### config.mk
export PLATFORM = sky130hd
export DESIGN_NAME = alu_writeback
export DESIGN_NICKNAME = d
export VERILOG_FILES = /design/src/rtl/alu_writeback.sv
export SDC_FILE = /design/constraint.sdc
export NUM_CORES = 1
export LEC_CHECK = 0
export CAP_MARGIN = 15
export CORE_MARGIN = 10
export CORE_UTILIZATION = 47
export CTS_BUF_LIST = sky130_fd_sc_hd__clkbuf_16
export DETAILED_ROUTE_END_ITERATION = 16
export PLACE_DENSITY = 0.82
export SYNTH_ARGS = -nofsm -noshare
export SYNTH_HDL_FRONTEND = slang
export SYNTH_SLANG_ARGS = --single-unit
### constraint.sdc
create_clock -name CLK -period 2.3 [get_ports CLK]
set_clock_uncertainty 0.1 [all_clocks]
set_input_delay 0.23 -clock CLK [delete_from_list [all_inputs] [get_ports CLK]]
set_output_delay 0.23 -clock CLK [all_outputs]
set_load 0.005 [all_outputs]
### src/rtl/alu_writeback.sv
// Writeback stage behind the 16-bit ALU. A 2-entry FIFO feeds the register file.
// The flag register commits on push, and COND_TRUE evaluates branch conditions on it.
module alu_writeback (
    input  logic        CLK,
    input  logic        RST,
    input  logic        IN_VALID,
    output logic        IN_READY,
    input  logic [15:0] ALU_RESULT,
    input  logic [3:0]  FLAG_IN,
    input  logic [2:0]  RD_ADDR,
    input  logic        WE_REG,
    input  logic        WE_FLAG,
    input  logic [3:0]  COND,
    output logic        OUT_VALID,
    input  logic        OUT_READY,
    output logic [15:0] WB_DATA,
    output logic [2:0]  WB_ADDR,
    output logic        WB_WE,
    output logic [3:0]  FLAG_REG,
    output logic        COND_TRUE
);

    typedef struct packed {
        logic [15:0] data;
        logic [2:0]  addr;
        logic        we;
    } wb_entry_t;

    typedef enum logic [3:0] {
        C_ALWAYS = 4'd0,  C_EQ  = 4'd1,  C_NE  = 4'd2,  C_MI  = 4'd3,
        C_PL     = 4'd4,  C_CS  = 4'd5,  C_CC  = 4'd6,  C_VS  = 4'd7,
        C_VC     = 4'd8,  C_LT  = 4'd9,  C_GE  = 4'd10, C_GT  = 4'd11,
        C_LE     = 4'd12, C_HI  = 4'd13, C_LS  = 4'd14, C_NEVER = 4'd15
    } cond_e;

    wb_entry_t   r_mem [2];
    logic        r_rd_ptr;
    logic        r_wr_ptr;
    logic [1:0]  r_count;
    logic [3:0]  r_flags;

    logic        w_push;
    logic        w_pop;
    wb_entry_t   w_head;
    logic        w_s, w_z, w_c, w_v;

    assign IN_READY  = (r_count != 2'd2);
    assign OUT_VALID = (r_count != 2'd0);
    assign w_push    = IN_VALID & IN_READY;
    assign w_pop     = OUT_VALID & OUT_READY;

    // The head slot's contents are masked while empty, so stale data never reaches WB_*.
    assign w_head  = OUT_VALID ? r_mem[r_rd_ptr] : '0;
    assign WB_DATA = w_head.data;
    assign WB_ADDR = w_head.addr;
    assign WB_WE   = OUT_VALID & w_head.we;

    // NOTE: storage is deliberately left unreset; r_count gates every read of it,
    // so clearing the count is enough to discard queued entries.
    always_ff @(posedge CLK) begin
        if (w_push) begin
            r_mem[r_wr_ptr] <= '{data: ALU_RESULT, addr: RD_ADDR, we: WE_REG};
        end
    end

    // NOTE: all state uses non-blocking assignments so every register samples
    // the pre-edge values and ordering between always_ff blocks cannot matter.
    always_ff @(posedge CLK or posedge RST) begin
        if (RST) begin
            r_count  <= 2'd0;
            r_rd_ptr <= 1'b0;
            r_wr_ptr <= 1'b0;
            r_flags  <= 4'b0000;
        end else begin
            if (w_push) begin
                r_wr_ptr <= ~r_wr_ptr;
            end
            if (w_pop) begin
                r_rd_ptr <= ~r_rd_ptr;
            end
            case ({w_push, w_pop})
                2'b10:   r_count <= r_count + 2'd1;
                2'b01:   r_count <= r_count - 2'd1;
                default: r_count <= r_count;
            endcase
            if (w_push && WE_FLAG) begin
                r_flags <= FLAG_IN;
            end
        end
    end

    assign FLAG_REG = r_flags;
    assign {w_s, w_z, w_c, w_v} = r_flags;

    // NOTE: COND_TRUE gets a default before the case so no path can infer a latch.
    // C is a borrow after subtraction: C=1 means A < B unsigned.
    always_comb begin
        COND_TRUE = 1'b0;
        case (cond_e'(COND))
            C_ALWAYS: COND_TRUE = 1'b1;
            C_EQ:     COND_TRUE = w_z;
            C_NE:     COND_TRUE = ~w_z;
            C_MI:     COND_TRUE = w_s;
            C_PL:     COND_TRUE = ~w_s;
            C_CS:     COND_TRUE = w_c;
            C_CC:     COND_TRUE = ~w_c;
            C_VS:     COND_TRUE = w_v;
            C_VC:     COND_TRUE = ~w_v;
            C_LT:     COND_TRUE = w_s ^ w_v;
            C_GE:     COND_TRUE = ~(w_s ^ w_v);
            C_GT:     COND_TRUE = ~w_z & ~(w_s ^ w_v);
            C_LE:     COND_TRUE = w_z | (w_s ^ w_v);
            C_HI:     COND_TRUE = ~w_c & ~w_z;
            C_LS:     COND_TRUE = w_c | w_z;
            C_NEVER:  COND_TRUE = 1'b0;
            default:  COND_TRUE = 1'b0;
        endcase
    end

endmodule

# --- After elaboration in Yosys (flattened, before gate mapping) ---
# Memory sizes are Yosys's and may differ from the RTL's.
# Cells that the tools add are included.
totals:
  ff_bits: 8
  mem_bits_rw: 40
  in_bits: 33
  elab_cells: 49
  n_memories: 1
memory_table:
  columns: ["memory", "words", "word_bits", "read_ports", "rd_ports_with_merged_regs", "wr", "line_no", "rtl"]
  rows:
  - ["r_mem", 2, 20, 1, 0, 1, "36", "wb_entry_t r_mem [2];"]
op_classes:
  addsub: 2
  eq_ne: 18
  muxes: 5
  bitwise_logic: 15
  n_reduce_logical: 4
op_table:
  columns: ["cell", "count"]
  rows:
  - ["$eq 4x4->1 const B", 8]
  - ["$mux 20", 1]
  - ["$eq 4x3->1 const B", 4]
  - ["$pmux 1 s16", 1]
  - ["$eq 4x2->1 const B", 2]
  - ["$not 1->1", 7]
  - ["$and 1x1->1", 5]
  - ["$eq 4x1->1 const B", 1]
  - ["$logic_not 4->1", 1]
  - ["$pmux 2 s2", 1]
  - ["$reduce_bool 2->1", 2]
  - ["$add 2x1->2 const B", 1]
  - ["$eq 2x1->1 const B", 1]
  - ["$eq 2x2->1 const B", 1]
  - ["$mux 1", 2]
  - ["$ne 2x2->1 const B", 1]
  - ["$or 1x1->1", 2]
  - ["$sub 2x1->2 const B", 1]
  - ["$logic_and 1x1->1", 1]
  - ["$xor 1x1->1", 1]

# --- Longest topological paths before layout ---
# Gate-level depths: netlist (run 1).
logic_depth:
  ltp_word: 4
  depth_mapped: 6

# --- Worst setup path after synthesis (run 1) ---
# Ideal clock, no wire load.
synth_timing:
  path_kind: "register -> register"
  start: "reg r_count[0]"
  end: "mem r_mem[0][0] (netlist name), enable pin"
  setup_time_ns: 0.397
  t_arrival_ns: 1.517
  path_slack_ns: 0.287
  path_stages_with_launch: 4
  period_less_slack_ns: 2.013
  cell_sequence: "dfrtp_1 nand2b_2 nand2_1 nor2_1"
synth_between:
  elab_chain_len: 4
synth_lines:
  columns: ["element", "line_no", "rtl"]
  rows:
  - ["start: declaration", "39", "logic [1:0] r_count;"]
  - ["start signal: assignment", "82", "2'b10: r_count <= r_count + 2'd1;"]
  - ["start signal: assignment", "83", "2'b01: r_count <= r_count - 2'd1;"]
  - ["start signal: assignment", "84", "default: r_count <= r_count;"]
  - ["$ne 2x2->1", "47", "assign IN_READY = (r_count != 2'd2);"]
  - ["net IN_READY", "7", "output logic IN_READY,"]
  - ["$and 1x1->1", "49", "assign w_push = IN_VALID & IN_READY;"]
  - ["$mux 1", "61", "if (w_push) begin"]
  - ["$mux 1 (implied by the code)", "62", "r_mem[r_wr_ptr] <= '{data: ALU_RESULT, addr: RD_ADDR, we: WE_REG};"]
  - ["end: declaration", "36", null]
# The timed path passes the listed nets, and every way through them passes these cells.

# --- Worst setup path in the final report (run 1) ---
layout_timing:
  start: "reg r_rd_ptr"
  end: "out WB_DATA[8]"
layout_between:
  elab_chain_len: 2
layout_lines:
  columns: ["element", "line_no", "rtl"]
  rows:
  - ["start: declaration", "37", "logic r_rd_ptr;"]
  - ["start signal: assignment", "79", "r_rd_ptr <= ~r_rd_ptr;"]
  - ["$mem_v2 2x20", null, null]
  - ["$mux 20", "53", "assign w_head = OUT_VALID ? r_mem[r_rd_ptr] : '0;"]
  - ["end: declaration", "16", "output logic [15:0] WB_DATA,"]
# No other way between the ends.

==> metrics.md, run 1 <==
| Metric | Value |
|---|---|
| Status | `finished, final reports clean` |
| Ports | `60` |
| CTS clk-pin slew, worst paths | `about 60 ps` |
| Largest cells by area after synthesis | `edfxtp_1 (58%), dfrtp_1 (9.7%), mux2i_1 (9.7%)` |
| Fmax | `476.8 MHz` |
| Hold buffers post-CTS | `0` |
| First-pass GRT wire length | `7507 um` |
| Share of cells above drive strength 1 | `0.1286` |
| Die area | `0.007443 sq mm` |
| Chip Height | `86.28 um` |
| Register area share after synthesis | `0.6788` |
| Mapped cell area | `0.002064 sq mm` |
| Width of the chip | `86.28 um` |
| Crit path kind | `flop to output pin` |
| Routability cong. | `0.7768` |
| Critical Path RT | `between 1500 and 2000 ps` |
| Multi-input gate area | `648.1 sq um` |
| Crit end category | `output pin` |
| Initial antenna violation count | `0` |
| Register area | `roughly 0.0014 sq mm` |
| Core Rows | `24` |
| Tcrit/Tclk final | `0.9120` |
| DRT iter0 DRCs | `74` |
| Final Hold Vio Count | `0` |
| Crit-path max FO | `21` |
| Commonest cells in the synthesized netlist | `edfxtp_1 (40), nor2_1 (26), mux2i_1 (20), dfrtp_1 (8), mux2_2 (5)` |
| GRT overflow | `0` |
| Largest net degree at the start of global routing | `22` |
| Slew HR | `0.7607` |
| Clk_lat worst skew | `280 ps` |
| Area delta synth->final | `40.42%` |
| # setup viols final | `0` |
| Slew Viols, Final | `0` |
| CTS Root Cell | `clkbuf_16` |
| Htree depth | `2` |
| Avg Vias per Cell | `5.282` |
| R2r worst-path depth | `6` |
| Mapped Cells | `143` |
| TritonRoute pass-1 iters | `4` |
| Hold WC Path Type | `input pin to asynchronous set/reset pin` |
| RSZ-0062 raised after global routing | `no` |
| Yosys reg bits | `48` |
| CTS Buf Count | `5` |
| TritonCTS Sinks | `48` |
| Final total power | `3506 uW` |
| Synth cell types | `32` |
| Fillers | `284` |
| CTS tree | `built` |
| Synth Warn # | `0` |
| Avg WL per Cell | `18.13 um` |
| Largest area contributor in the netlist | `edfxtp_1` |
| Yosys top cell area share | `0.5818` |
| CP Launch Type | `flop` |
| Initial Util | `0.4808` |
| Reg2Reg Setup Slack | `~640 ps` |
| Slew @ Worst Pin | `359.0 ps` |
| Cell Pwr Density | `1209 mW/mm^2` |
| Leak | `0.001118 uW` |
| Post-synth EDFFs | `40` |
| Vias post-DR | `1384` |
| Final #Nets | `244` |
| Tmin final | `approximately 2100 ps` |
| Met2 Usage GRT | `0.2299` |
| Most frequent cell after synthesis | `edfxtp_1` |
| Max cap viols | `0` |
| Post-route cell area | `0.002899 sq mm` |
| GRT met3 Usage | `0.05347` |
| Core ar. | `0.004294 sq mm` |
| DRT antenna net count | `0` |
| GRT Resource Usage Total | `0.1277` |
| DP HPWL | `approximately 3600 um` |
| N_diodes | `0` |
| Share of async-settable or async-resettable flops after synthesis | `0.1667` |
| Vias in the first global route | `1516` |
| Max VDD drop | `876.3 uV` |
| Syn_nets | `177` |
| Final wirelength | `4749 um` |
| GRT busiest layer | `met2` |
| Hold slack | `102.4 ps` |
| Mapped Avg Cell Area | `14.44 sq um` |
| WP data arrival | `between 1500 and 2000 ps` |
| Reg2reg start | `r_count[1]` |
| # DRC | `0` |
| FF-to-FF End | `r_count[1]` |
| DP Area | `0.002746 sq mm` |
| Top FF cell, synth | `edfxtp_1` |
| Max Root-Sink Buffers | `2` |
| Grt met1 use | `0.1272` |
| Port Buffers | `59` |
-- cells by family (layout without fill, tap and decap cells) --
family	Yosys count	in the layout	share of synthesized area
buffers and inverters	8	75	0.01758
AOI/OAI and AO/OA	8	8	0.03273
and+or+nand+nor	47	47	0.1152
muxes	25	25	0.1242
xor gates and xnor gates	6	6	0.02545
adders and majority gates	1	1	0.006060
DFF	48	48	0.6788
-- metrics by stage --
stage / util / TNS, ps / worst slack [ps] / cells
2_1_floorplan: - / 0 / 286.9 / 143
3_3_place_gp: 0.6396 / 0 / 24.69 / 255
3_5_place_dp: 0.6396 / -88.60 / -88.60 / 255
4_1_cts: 0.6731 / 0 / 2.418 / 262
5_1_grt: 0.6751 / 0 / 87.21 / 262
6_report: 0.6751 / 0 / 202.5 / 262
-- cells in the final DEF, fill, tap and decap left out --
cell type	count
a211o_2	1
a41o_1	1
and2_1	2
and2b_1	1
and3_1	1
and4b_1	2
buf_4	7
clkbuf_16	5
clkdlybuf4s50_1	56
clkinv_1	2
dfrtp_1	7
dfrtp_2	1
dlygate4sd2_1	2
dlymetal6s2s_1	1
edfxtp_1	40
ha_1	1
inv_1	2
mux2_2	5
mux2i_1	20
nand2_1	3
nand2b_2	1
nand3_1	2
nand3b_1	2
nand4_1	1
nor2_1	25
nor2_2	1
nor2b_1	3
nor3b_2	2
o211ai_1	1
o21ai_0	1
o21ai_2	1
o21bai_1	1
o22ai_2	1
o31ai_2	1
or3b_4	1
xnor2_1	4
xor2_1	2
-- report_power, final --
group          total, uW  internal, uW  leakage (uW)  switching (uW)
combinational       1500           854      0.000589             650
clock                653           388     0.0000648             265
sequential          1350          1210      0.000464             141
total               3510          2450       0.00112            1060
-- metal layers --
layer	wire [um]	share of wire	up-vias
li1	-	-	654
met1	1772	0.37	672
met2	2549	0.54	52
met3	373	0.079	6
met4	54	0.011	0
met5	0	0	-
-- worst max-delay path, cell delays in order, from the launching register on --
cell and delay (ps):
dfrtp_1 330, buf_4 330, mux2i_1 140, nor2_1 140, clkdlybuf4s50_1 540
-- registers in the layout (all words and copies together), names as in the netlist --
register  cells
r_wr_ptr      1
r_rd_ptr      1
r_mem        40
r_count       2
FLAG_REG      4
-- cell type report --
cell class / instances / area share
Clock inverter: 2 / 0.002590
Tap cell: 52 / 0.02244
Timing Repair Buffer: 66 / 0.2218
Multi-Input combinational cell: 87 / 0.2236
Clock buffer: 5 / 0.04316
Inverter: 2 / 0.002590
Sequential cell: 48 / 0.4838
-- how the worst max path moves through the flow --
stage / from / endpoint
2_1_floorplan: r_count[0] / r_mem[0][0]
3_3_place_gp: COND[1] / COND_TRUE
3_5_place_dp: COND[1] / COND_TRUE
4_1_cts: COND[0] / COND_TRUE
5_1_grt: r_rd_ptr / WB_DATA[8]
6_report: r_rd_ptr / WB_DATA[8]
-- what timing repair did --
action | 4_1_cts | 5_1_grt
buffers inserted | 0 | 0
gates resized for setup | 5 | 3
endpoints found under the setup margin | 1 | 1
pin swaps | 0 | 1
Power figures use the tool's default switching activity.
==> run 2, diff against run 1 <==
--- a/config.mk
+++ b/config.mk
@@ -9,6 +9,7 @@
 export CORE_MARGIN = 10
 export CORE_UTILIZATION = 47
 export CTS_BUF_LIST = sky130_fd_sc_hd__clkbuf_16
+export CTS_CLUSTER_DIAMETER = 120
 export DETAILED_ROUTE_END_ITERATION = 16
 export PLACE_DENSITY = 0.82
 export SYNTH_ARGS = -nofsm -noshare
==> results of run 2 <==
No change in the layout: final DEF, timing and power equal those of run 1.
==> run 3, diff against run 2 <==
==> constraint.sdc (replaced) <==
create_clock -name CLK -period 2.26 [get_ports CLK]
set_clock_uncertainty 0.1 [all_clocks]
set_input_delay 0.226 -clock CLK [delete_from_list [all_inputs] [get_ports CLK]]
set_output_delay 0.226 -clock CLK [all_outputs]
set_load 0.005 [all_outputs]
==> metrics.md, run 3 (synthesis results as in run 1) <==
| Metric | Value |
|---|---|
| DRT iter0 DRCs | `67 (-9.5%)` |
| Hold buffers post-CTS | `0 (unchanged)` |
| Int Pwr | `2490 uW (+1.6%)` |
| WP data arrival | `1770 ps (about the same)` |
| First-pass GRT wire length | `7541 um (+0.45%)` |
| Width of the chip | `86.28 um (unchanged)` |
| Avg Vias per Cell | `5.290 (+0.14%)` |
| Final Hold Vio Count | `0 (unchanged)` |
| Non-filler instance count after layout | `262 (unchanged)` |
| Chip Height | `86.28 um (unchanged)` |
| CTS Root Cell | `clkbuf_16` |
| Crit path cell chain | `buf_4 > mux2i_1 > nor2_1 > clkdlybuf4s50_1` |
| Fmax | `477.1 MHz` |
| Post-Place Cells | `255 (unchanged)` |
| Max cap viols | `0 (unchanged)` |
| Slew Viols, Final | `0 (unchanged)` |
| Port Buffers | `59 (unchanged)` |
| CTS tree | `built` |
| CTS Buf Count | `5 (unchanged)` |
| CP Launch Type | `flop` |
| Critical Path RT | `1930 ps (-40 ps)` |
| CTS clk-pin slew, worst paths | `60 ps (about the same)` |
| Final #Nets | `244 (unchanged)` |
| Largest net degree at the start of global routing | `22 (unchanged)` |
| CP max stage cell | `clkdlybuf4s50_1` |
| Commonest non-fill, non-tap cell in the layout | `clkdlybuf4s50_1` |
| Sw power | `1078 uW (+2.1%)` |
| Max reg flops | `40 (unchanged)` |
| Hold WC Path Type | `input pin to asynchronous set/reset pin` |
| Max Root-Sink Buffers | `2 (unchanged)` |
| Delay-heaviest family, CP | `buffers and inverters` |
| Commonest cells after routing, fill and taps aside | `clkdlybuf4s50_1 (56), edfxtp_1 (40), nor2_1 (25)` |
| TritonRoute pass-1 iters | `4 (unchanged)` |
| Clk pwr share | `0.187 (about the same)` |
| Clk_lat worst skew | `280 ps (about the same)` |
| Total negative setup slack | `0 ps (unchanged)` |
| Ports | `60 (unchanged)` |
| DP HPWL | `3580 um (unchanged)` |
| Crit path kind | `flop to output pin` |
| Leak | `0.001111 uW (-0.63%)` |
| Multi-input gate area | `648.1 sq um (unchanged)` |
| Htree depth | `2 (unchanged)` |
| Max VDD drop | `892.3 uV (+1.8%)` |
| # resized after CTS | `8 (+3)` |
| Fillers | `286 (+0.70%)` |
| Status | `finished, final reports clean` |
| Tcrit/Tclk final | `0.9274` |
| Initial Util | `0.4808 (unchanged)` |
| N_diodes | `0 (unchanged)` |
| Crit-path max FO | `21 (unchanged)` |
| GRT overflow | `0 (unchanged)` |
| Post-route cell area | `0.002895 sq mm (-0.13%)` |
| Critical path buffers and inverters | `2 (unchanged)` |
| Tmin final | `2096 ps` |
| Sequential share of power | `0.385 (about the same)` |
| Net Sw Frac | `0.3022 (+0.001037)` |
| Slew @ Worst Pin | `358.9 ps (-0.09370 ps)` |
| Share of cells above drive strength 1 | `0.1286 (unchanged)` |
| TritonCTS Sinks | `48 (unchanged)` |
| Crit end category | `output pin` |
| DRT antenna net count | `0 (unchanged)` |
| Final wirelength | `4764 um (+0.32%)` |
| Crit path largest cell delay | `540 ps (about the same)` |
| RSZ-0062 raised after global routing | `no` |
| Cell Pwr Density | `1232 mW/mm^2 (+1.9%)` |
| Slew HR | `0.7608 (about the same)` |
| Combinational fraction of design power | `0.428 (about the same)` |
| # DRC | `0 (unchanged)` |
| Initial antenna violation count | `0 (unchanged)` |
| Die area | `0.007443 sq mm (unchanged)` |
| # setup viols final | `0 (unchanged)` |
| DP Area | `0.002746 sq mm (unchanged)` |
| Post-CTS Setup Bufs | `0 (unchanged)` |
| Avg WL per Cell | `18.18 um (+0.32%)` |
| Area delta synth->final | `40.24%` |
| Register area | `0.001403 sq mm (unchanged)` |
| Routability cong. | `0.7768 (unchanged)` |
| Vias post-DR | `1386 (+0.14%)` |
| Core ar. | `0.004294 sq mm (unchanged)` |
| GRT Resource Usage Total | `0.1283 (+0.0005878)` |
| Reg with most FFs | `r_mem` |
| Core Rows | `24 (unchanged)` |
| Reg2Reg Setup Slack | `600 ps (-40 ps)` |
| Vias in the first global route | `1525 (+0.59%)` |
[run 3: cell types whose count changed in the layout (fill, tap and decap cells not counted), sizes merged]
cell / delta
dlymetal6s2s: -1
dlygate4sd2: +1
[run 3: path summary, 6_finish.rpt]
check,startpoint,endpoint,cells past startpoint
worst max-delay path,r_rd_ptr,WB_DATA[8],4
worst min-delay path,RST,FLAG_REG[3],2
worst max register to register,r_count[1],r_count[1],6
worst min register to register,r_wr_ptr,r_wr_ptr,1
max in group asynchronous,RST,FLAG_REG[2],2
min in group CLK,r_wr_ptr,r_wr_ptr,1
[run 3: final cells by class]
| cell class | count | share of cell area |
|---|---|---|
| sequential | 48 | 0.4844 |
| multi-input combinational | 87 | 0.2239 |
| timing repair buffer | 66 | 0.2208 |
| clock buffer | 5 | 0.04322 |
| tap | 52 | 0.02247 |
| clock inverter | 2 | 0.002593 |
| inverter | 2 | 0.002593 |
[run 3: power by group through the flow]
stage | Clock [uW] | Sequential, uW | Combinational (uW)
after floorplan | 0 | 1350 | 732
after global placement | 0 | 1370 | 1510
after detailed placement | 0 | 1390 | 1550
after CTS | 678 | 1370 | 1560
after global routing | 709 | 1400 | 1670
final | 667 | 1370 | 1530
[run 3: per-stage QoR]
stage	hold WS [ps]	util	power [uW]	worst slack, ps
global placement	375.1	0.6396	2879	-7.321
CTS	96.42	0.6742	3616	138.4
finish	96.49	0.6742	3568	164.1
floorplan	-58.34	-	2081	246.9
detailed placement	394.0	0.6396	2940	-120.6
global route	114.7	0.6742	3782	51.21
[run 3: routing by layer]
metal  vias up  GRT usage  share of wire  wire length [um]
li1        654          -              -                 -
met1       664     0.1272           0.38              1793
met2        57     0.2319           0.53              2521
met3        11    0.05347          0.077               368
met4         0    0.05007          0.017                82
met5         -          0              0                 0
